[src/rtl/arb_mux_pkg.sv]
// arb_mux_pkg: shared definitions for the arb_mux_n channel multiplexer.
//   MODE_DIRECT / MODE_RR : values of the Mode input
//   slot_state_t          : output slot state (ST_EMPTY / ST_FULL)
package arb_mux_pkg;

    localparam logic MODE_DIRECT = 1'b0;
    localparam logic MODE_RR     = 1'b1;

    typedef enum logic {
        ST_EMPTY = 1'b0,
        ST_FULL  = 1'b1
    } slot_state_t;

endpackage

[src/rtl/rr_arbiter.sv]
// rr_arbiter: purely combinational rotate-priority search.
//   req   in  N      per-channel request
//   ptr   in  SEL_W  last granted channel; search starts at ptr+1 and wraps
//   gnt   out N      one-hot grant (all zero when nothing requests)
//   idx   out SEL_W  encoded index of the granted channel
//   found out 1      some channel was granted
module rr_arbiter #(
    parameter int unsigned N     = 16,
    parameter int unsigned SEL_W = (N > 1) ? $clog2(N) : 1
) (
    input  logic [N-1:0]     req,
    input  logic [SEL_W-1:0] ptr,
    output logic [N-1:0]     gnt,
    output logic [SEL_W-1:0] idx,
    output logic             found
);

    always_comb begin
        int unsigned j;
        gnt   = '0;
        idx   = '0;
        found = 1'b0;
        j     = 0;
        // Offset 1..N visits every channel once, ptr itself last.
        for (int unsigned off = 1; off <= N; off++) begin
            j = (32'(ptr) + off) % N;
            if (!found && req[j]) begin
                found  = 1'b1;
                gnt[j] = 1'b1;
                idx    = SEL_W'(j);
            end
        end
    end

endmodule

[src/rtl/arb_mux_n.sv]
// arb_mux_n: registered N-to-1 data multiplexer with request/grant arbitration.
//   Clk    in  1               clock, rising edge
//   Rst    in  1               asynchronous active-high reset
//   Mode   in  1               0 = direct select, 1 = round-robin
//   Sel    in  SEL_W           channel index in direct mode
//   Req    in  CHANNELS        per-channel word valid
//   W      in  CHANNELS*WIDTH  flattened channel words, channel i at [i*WIDTH +: WIDTH]
//   Gnt    out CHANNELS        one-hot combinational grant
//   F      out WIDTH           registered output word
//   FSrc   out SEL_W           channel that produced F
//   FValid out 1               F/FSrc valid
//   FReady in  1               downstream accepts F when FValid & FReady
module arb_mux_n
    import arb_mux_pkg::*;
#(
    parameter int unsigned WIDTH    = 8,
    parameter int unsigned CHANNELS = 16,
    localparam int unsigned SEL_W   = $clog2(CHANNELS)
) (
    input  logic                      Clk,
    input  logic                      Rst,
    input  logic                      Mode,
    input  logic [SEL_W-1:0]          Sel,
    input  logic [CHANNELS-1:0]       Req,
    input  logic [CHANNELS*WIDTH-1:0] W,
    output logic [CHANNELS-1:0]       Gnt,
    output logic [WIDTH-1:0]          F,
    output logic [SEL_W-1:0]          FSrc,
    output logic                      FValid,
    input  logic                      FReady
);

    slot_state_t        state_q, state_d;
    logic [WIDTH-1:0]   f_q, f_d;
    logic [SEL_W-1:0]   fsrc_q, fsrc_d;
    logic [SEL_W-1:0]   ptr_q, ptr_d;

    logic [CHANNELS-1:0] rr_gnt;
    logic [SEL_W-1:0]    rr_idx;
    logic                rr_found;

    logic                slot_free;
    logic                sel_ok;
    logic                xfer;
    logic [SEL_W-1:0]    k;

    rr_arbiter #(
        .N     (CHANNELS),
        .SEL_W (SEL_W)
    ) u_rr (
        .req   (Req),
        .ptr   (ptr_q),
        .gnt   (rr_gnt),
        .idx   (rr_idx),
        .found (rr_found)
    );

    always_ff @(posedge Clk or posedge Rst) begin
        if (Rst) begin
            state_q <= ST_EMPTY;
            f_q     <= '0;
            fsrc_q  <= '0;
            ptr_q   <= SEL_W'(CHANNELS - 1);
        end else begin
            state_q <= state_d;
            f_q     <= f_d;
            fsrc_q  <= fsrc_d;
            ptr_q   <= ptr_d;
        end
    end

    always_comb begin
        state_d   = state_q;
        f_d       = f_q;
        fsrc_d    = fsrc_q;
        ptr_d     = ptr_q;
        Gnt       = '0;
        k         = '0;
        xfer      = 1'b0;

        slot_free = (state_q == ST_EMPTY) || FReady;
        // Sel can address beyond CHANNELS when CHANNELS is not a power of two.
        sel_ok    = 32'(Sel) < CHANNELS;

        if (!Rst && slot_free) begin
            if (Mode == MODE_DIRECT) begin
                if (sel_ok && Req[Sel]) begin
                    Gnt[Sel] = 1'b1;
                    xfer     = 1'b1;
                    k        = Sel;
                end
            end else if (rr_found) begin
                Gnt  = rr_gnt;
                xfer = 1'b1;
                k    = rr_idx;
            end
        end

        if (xfer) begin
            state_d = ST_FULL;
            f_d     = W[32'(k)*WIDTH +: WIDTH];
            fsrc_d  = k;
            ptr_d   = k;
        end else if (state_q == ST_FULL && FReady) begin
            // Word consumed, nothing new: F/FSrc keep their last value.
            state_d = ST_EMPTY;
        end
    end

    assign F      = f_q;
    assign FSrc   = fsrc_q;
    assign FValid = (state_q == ST_FULL);

endmodule
[config.mk]
export PLATFORM = sky130hd
export DESIGN_NAME = arb_mux_n
export DESIGN_NICKNAME = d
export VERILOG_FILES = /design/src/rtl/arb_mux_pkg.sv /design/src/rtl/rr_arbiter.sv /design/src/rtl/arb_mux_n.sv
export SDC_FILE = /design/constraint.sdc
export NUM_CORES = 1
export LEC_CHECK = 0
export BUFFER_PORTS_ARGS = -buffer_cell sky130_fd_sc_hd__clkbuf_2
export CAP_MARGIN = 10
export CORE_ASPECT_RATIO = 2
export CORE_UTILIZATION = 59
export DETAILED_ROUTE_END_ITERATION = 7
export PLACE_DENSITY = 0.89
export SETUP_SLACK_MARGIN = 0.5
export SLEW_MARGIN = 20
export SYNTH_ARGS = -nofsm -noshare
export SYNTH_HDL_FRONTEND = slang
export SYNTH_SLANG_ARGS = --single-unit
[constraint.sdc]
create_clock -name Clk -period 9 [get_ports Clk]
set_input_delay 1.35 -clock Clk [delete_from_list [all_inputs] [get_ports Clk]]
set_output_delay 1.35 -clock Clk [all_outputs]
set_load 0.005 [all_outputs]
==> run summary, run 1 <==
The flow did not finish. The run ended at global routing (5_1_grt). The tool reported: "[ERROR GRT-0116] Global routing finished with congestion. Check the congestion regions in the DRC Viewer". The first global-routing pass estimated 53630 um of wire. The number of sinks on the clock net came out at 17. The overall routing resource usage is 66.54%. The routability congestion estimate from global placement came out at 1.113. The wire-length estimate of the detail-placed layout is 23800 um.

The number of register bits inferred by synthesis came out at 17. The Yosys step of the flow raised 0 warnings. The height of the die came out at 147.8 um. The synthesized netlist contains 75 unique library cells. The I/O pin count is 181.

The buffer depth of the longest clock path is 2. Among all cell types in the netlist, the one instantiated most often is mux2i_1. After floorplanning, the core was divided into 52 placement rows. After clock tree synthesis, the flow added hold-fix buffers numbering 0. The via count of the first global-routing pass came to 8714. The cell taking the most area after synthesis is mux2i_1.

The starting density of the core came out at 61.42%. Of the post-synthesis cell area, the dominant cell type holds 19.78%. The die span in x is 74.92 um. The pin count of the biggest net entering global routing came out at 38. The net count after synthesis is 959. The quantity of I/O buffers inserted on ports is 180.

The number of clock buffers added by TritonCTS is 3. The H-tree level count came out at 1. The synthesized area divided by synthesized cell count is 7.941 um^2.

Yosys mapped a number of flops with a built-in enable equal to 0. The number of gates resized after CTS was 0. Clock tree synthesis selected as its root buffer the cell clkbuf_16.

The global route total overflow came out at 3. The most used flip-flop cell after synthesis is dfrtp_1. The post-synthesis cell area is 6274 um^2. The number of instances in the synthesized netlist is 790. In the post-synthesis netlist, the biggest area contributors are mux2i_1, mux4_2, nand2_1. The share of synthesized area occupied by flip-flops and latches came out at 6.861%.

Of all flip-flops after synthesis, the portion carrying an async set or reset was 100.0%. By count the netlist is led by mux2i_1, nand2_1, nor2_1. After clock tree synthesis, the setup repair step added 0 buffers.
[logic make-up after synthesis]
group                      Yosys count  synth area share [%]
AOI/OAI and AO/OA                  227                 26.17
xor gates and xnor gates            15                 2.214
adders and majority gates           17                 3.390
buffers and inverters               84                 6.542
DFF                                 17                 6.861
muxes                              175                 35.46
and+or+nand+nor                    255                 19.37
[through the flow]
step	util (%)	hold WS (ns)	instances	area, um^2	setup slack, ns
floorplan	-	0.4711	790	6274	2.639
global placement	70.03	0.4611	1053	7153	1.684
detailed placement	70.03	0.4794	1053	7153	1.541
CTS	70.81	0.4911	1057	7233	1.266
[layer usage]
layer,overflow,track usage [%]
met4,3,67.26
met3,0,44.51
met5,0,0
met1,0,66.44
met2,0,86.80
==> run 2: changes to the inputs <==
Settings changed: CORE_ASPECT_RATIO 2 to unset, CORE_UTILIZATION 59 to 40, PLACE_DENSITY 0.89 to unset, PLACE_DENSITY_LB_ADDON set to 0.15, SETUP_SLACK_MARGIN 0.5 to unset.
==> run 2 against run 1 <==
  * The flow now finishes without violations
  * Synthesized cell count is the same
  * Area after synthesis unchanged
==> run summary, run 2 <==
The timing endpoint of the critical path is Gnt[6]. In the synthesized netlist the dominant register cell turns out to be dfrtp_1. The floorplan step defined a die boundary enclosing 16190 um^2. The final design utilization is 47.83%. The buffer depth of the longest clock path came out at 2 (unchanged).

Of all nets on the critical path, the largest fanout is 35. The post-layout worst setup margin came out at 0.9482 ns. The setup total negative slack is 0 ns. The post-synthesis to final-layout area growth came out at 16.33%. Setup violations remaining at the end of the flow were counted as 0. The post-synthesis cell area was 6274 um^2 (unchanged). The worst setup path is launched from a flip-flop. The biggest area contributor in the post-synthesis netlist is mux2i_1.

The count of flip-flops with a built-in enable after synthesis came out at 0 (unchanged). Ranked by instance count, the synthesized netlist is headed by mux2i_1, nand2_1, nor2_1. The final setup skew came out at 0.004080 ns. The max-slew headroom at the worst pin came out at 26.09%. The count of yosys warnings during synthesis came out at 0 (unchanged). The post-place setup slack came to 1.303 ns (-0.2382 ns). The signal arrival time at the worst endpoint came out at 6.70 ns. The count of buffers added by post-CTS timing repair for setup is 0 (unchanged). The final non-filler cell area came out at 7298 um^2.

The count of placed standard cells including taps was 1125 (+6.8%). The worst-margin pin slew is 1.105 ns. The root buffer cell chosen for the clock tree is clkbuf_16. The path type of the worst min-delay path is reg2reg. Setup repair after global routing left no endpoint under its margin.

After detailed routing, the number of vias per cell comes to 6.525. The starting density of the core came to 41.12% (-20 points). The CTS buffer count is 3 (unchanged). The first global-routing pass estimated 39020 um of wire. The reg-to-reg critical path startpoint is ptr_q[1].

The maximum clock frequency came out at 0.1242 GHz. The synthesized area divided by synthesized cell count came to 7.941 um^2 (unchanged). The count of unique library cells instantiated by Yosys was 75 (unchanged). The number of cells on the worst reg-to-reg path is 14. The total half-perimeter wirelength after legalization and detailed placement came to 19510 um (-18%). TritonCTS built the clock tree. Ranked by total cell area, the synthesized netlist is headed by mux2i_1, mux4_2, nand2_1. The via count of the first global-routing pass came out at 7050. The top cell types in the final layout, fill and taps aside, are clkbuf_2, mux2i_1, nand2_1. The tightest hold margin is 0.4792 ns. The instance area after placement is 7218 um^2 (+0.91%). The H-tree level count came out at 1 (unchanged). By startpoint and endpoint, the worst setup path is classified as reg2out. The kind of cell with the highest combined delay on the critical path is simple AND/OR/NAND/NOR gates. The number of instances in the synthesized netlist came out at 790 (unchanged).

The quantity of I/O buffers inserted on ports is 180 (unchanged). Across the run, the number of max-cap violations was 0. The height of the die came out at 127.2 um (-14%). The initial DRC count came out at 943.

The reg-to-reg setup timing slack came out at 1.45 ns. The count of hold buffers inserted by post-cts repair was 0 (unchanged). The smallest clock period supported by the final layout is computed as 8.052 ns. The max-slew violation total from the final report came out at 0.

The number of antenna diodes in the final layout is 0. The first detailed-routing pass ran for 7 iterations. The worst register-to-register path ends at F[2]. On the worst path, the slowest cell contributes a delay of 1.08 ns. The final net count is 1088. The part of the cycle the worst path needs is 89.46%. The I/O pin count came out at 181 (unchanged). The pin count of the biggest net entering global routing came out at 67. The placeable core area is 15260 um^2.

The async set-reset flop share out of synthesis came to 100.0% (unchanged). The number of cell rows is 45 (-13%). The share of synthesized area occupied by flip-flops and latches is 6.861% (unchanged). The endpoint kind of the worst setup timing path is an output pin. Summed over all cells, the static leakage comes to 3.294 nW. The number of sinks on the clock net came out at 17 (unchanged). The required time reported for the critical path endpoint came out at 7.65 ns. The clock transition at the register clock pins on the worst setup and hold paths after CTS is 0.05 ns. The number of register bits inferred by synthesis came out at 17 (unchanged). The design draws 3.225 mW. The register with the most flip-flops in the layout has 8 of them.

The global route total overflow is 0. The maximum ir drop on the vdd rail is 0.0001992 V. The count of non-filler cells in the finished layout came out at 1129.

The critical path depth came out at 15. The overall via count from detail_route came out at 7367. The flow ran to the end, and the final reports show no timing, DRC or antenna violations. The number of antenna-violating nets in the routed design is 0. The initial antenna violation count came to 0. The beginning of the critical path is ptr_q[1]. The source-to-sink clock delay at the later pin of the worst-skew pair came out at 0.25 ns. In this run the power density over the cells is 441.9 nW/um^2.

The net count after synthesis came out at 959 (unchanged). The average wire length per cell after detail routing came out at 22.34 um. mux2i_1 is the most common cell in the netlist. The library cell contributing the largest single delay on the critical path is dfstp_2. The overall routing resource usage came out at 30.73%. The post-CTS resize count came out at 0 (unchanged).

In the final layout, the share of cells above drive strength 1 is 29.96%. The routability congestion estimate from global placement came out at 1.015 (-8.8%). The library cell used most frequently in the layout, excluding fill and tap cells, is clkbuf_2. The DRC violation count after routing is 0. The die span in x came out at 127.2 um (+70%). The top-area cell type share of the netlist area is 19.78% (unchanged). The final wirelength came out at 25220 um. Traced cell by cell, the critical path runs through inv_1 > ha_1 > mux4_2 > mux2_2 > mux2i_1 > nand4_1 > or3_1 > nor2_1 > nand2_1 > o31ai_1 > o21ai_0 > nand3_1 > a21oi_1 > nor3_1 > clkbuf_2. The final-report hold violation count came out at 0. The critical path contains buffers and inverters numbering 2 combined.
## run 2: cell counts after synthesis
Identical to the previous run, type by type.
## run 2: routing by layer
metal	GRT usage [%]	wire length, um
met5	0	0
met4	14.64	1166
met3	5.821	2644
met2	48.80	11350
met1	40.22	10060
## run 2: area by class of cell
cell class / count / area [um^2]
clock inverters: 1 / 5.005
multi-input cells: 689 / 5453
well taps: 211 / 264.0
repair buffers: 197 / 1028
fillers: 1565 / 7960
clock buffers: 3 / 75.07
flip-flops and latches: 17 / 430.4
inverters: 11 / 42.54
## run 2: power by group
group / leakage [nW] / switching (mW) / internal [mW]
combinational: 3.06 / 1.85 / 1.10
clock: 0.0409 / 0.0304 / 0.0595
sequential: 0.197 / 0.0623 / 0.122
total: 3.29 / 1.95 / 1.28
## run 2: worst min path at each step
| stage | startpoint | cells after the start | end |
|---|---|---|---|
| 4_1_cts | FSrc[1] | 1 | FSrc[1] |
| 3_5_place_dp | FSrc[1] | 1 | FSrc[1] |
| 2_1_floorplan | FSrc[0] | 2 | FSrc[0] |
| 6_report | FSrc[1] | 1 | FSrc[1] |
| 3_3_place_gp | FSrc[2] | 1 | FSrc[2] |
| 5_1_grt | FSrc[1] | 1 | FSrc[1] |
## run 2: cell families after synthesis
logic type,after synthesis,share of synthesized area [%]
buf+inv,84,6.542
mux,175,35.46
compound gates,227,26.17
fa+ha+maj,17,3.390
xor+xnor,15,2.214
simple gates,255,19.37
flops,17,6.861
Note: power is estimated with default switching activity, not from simulation.
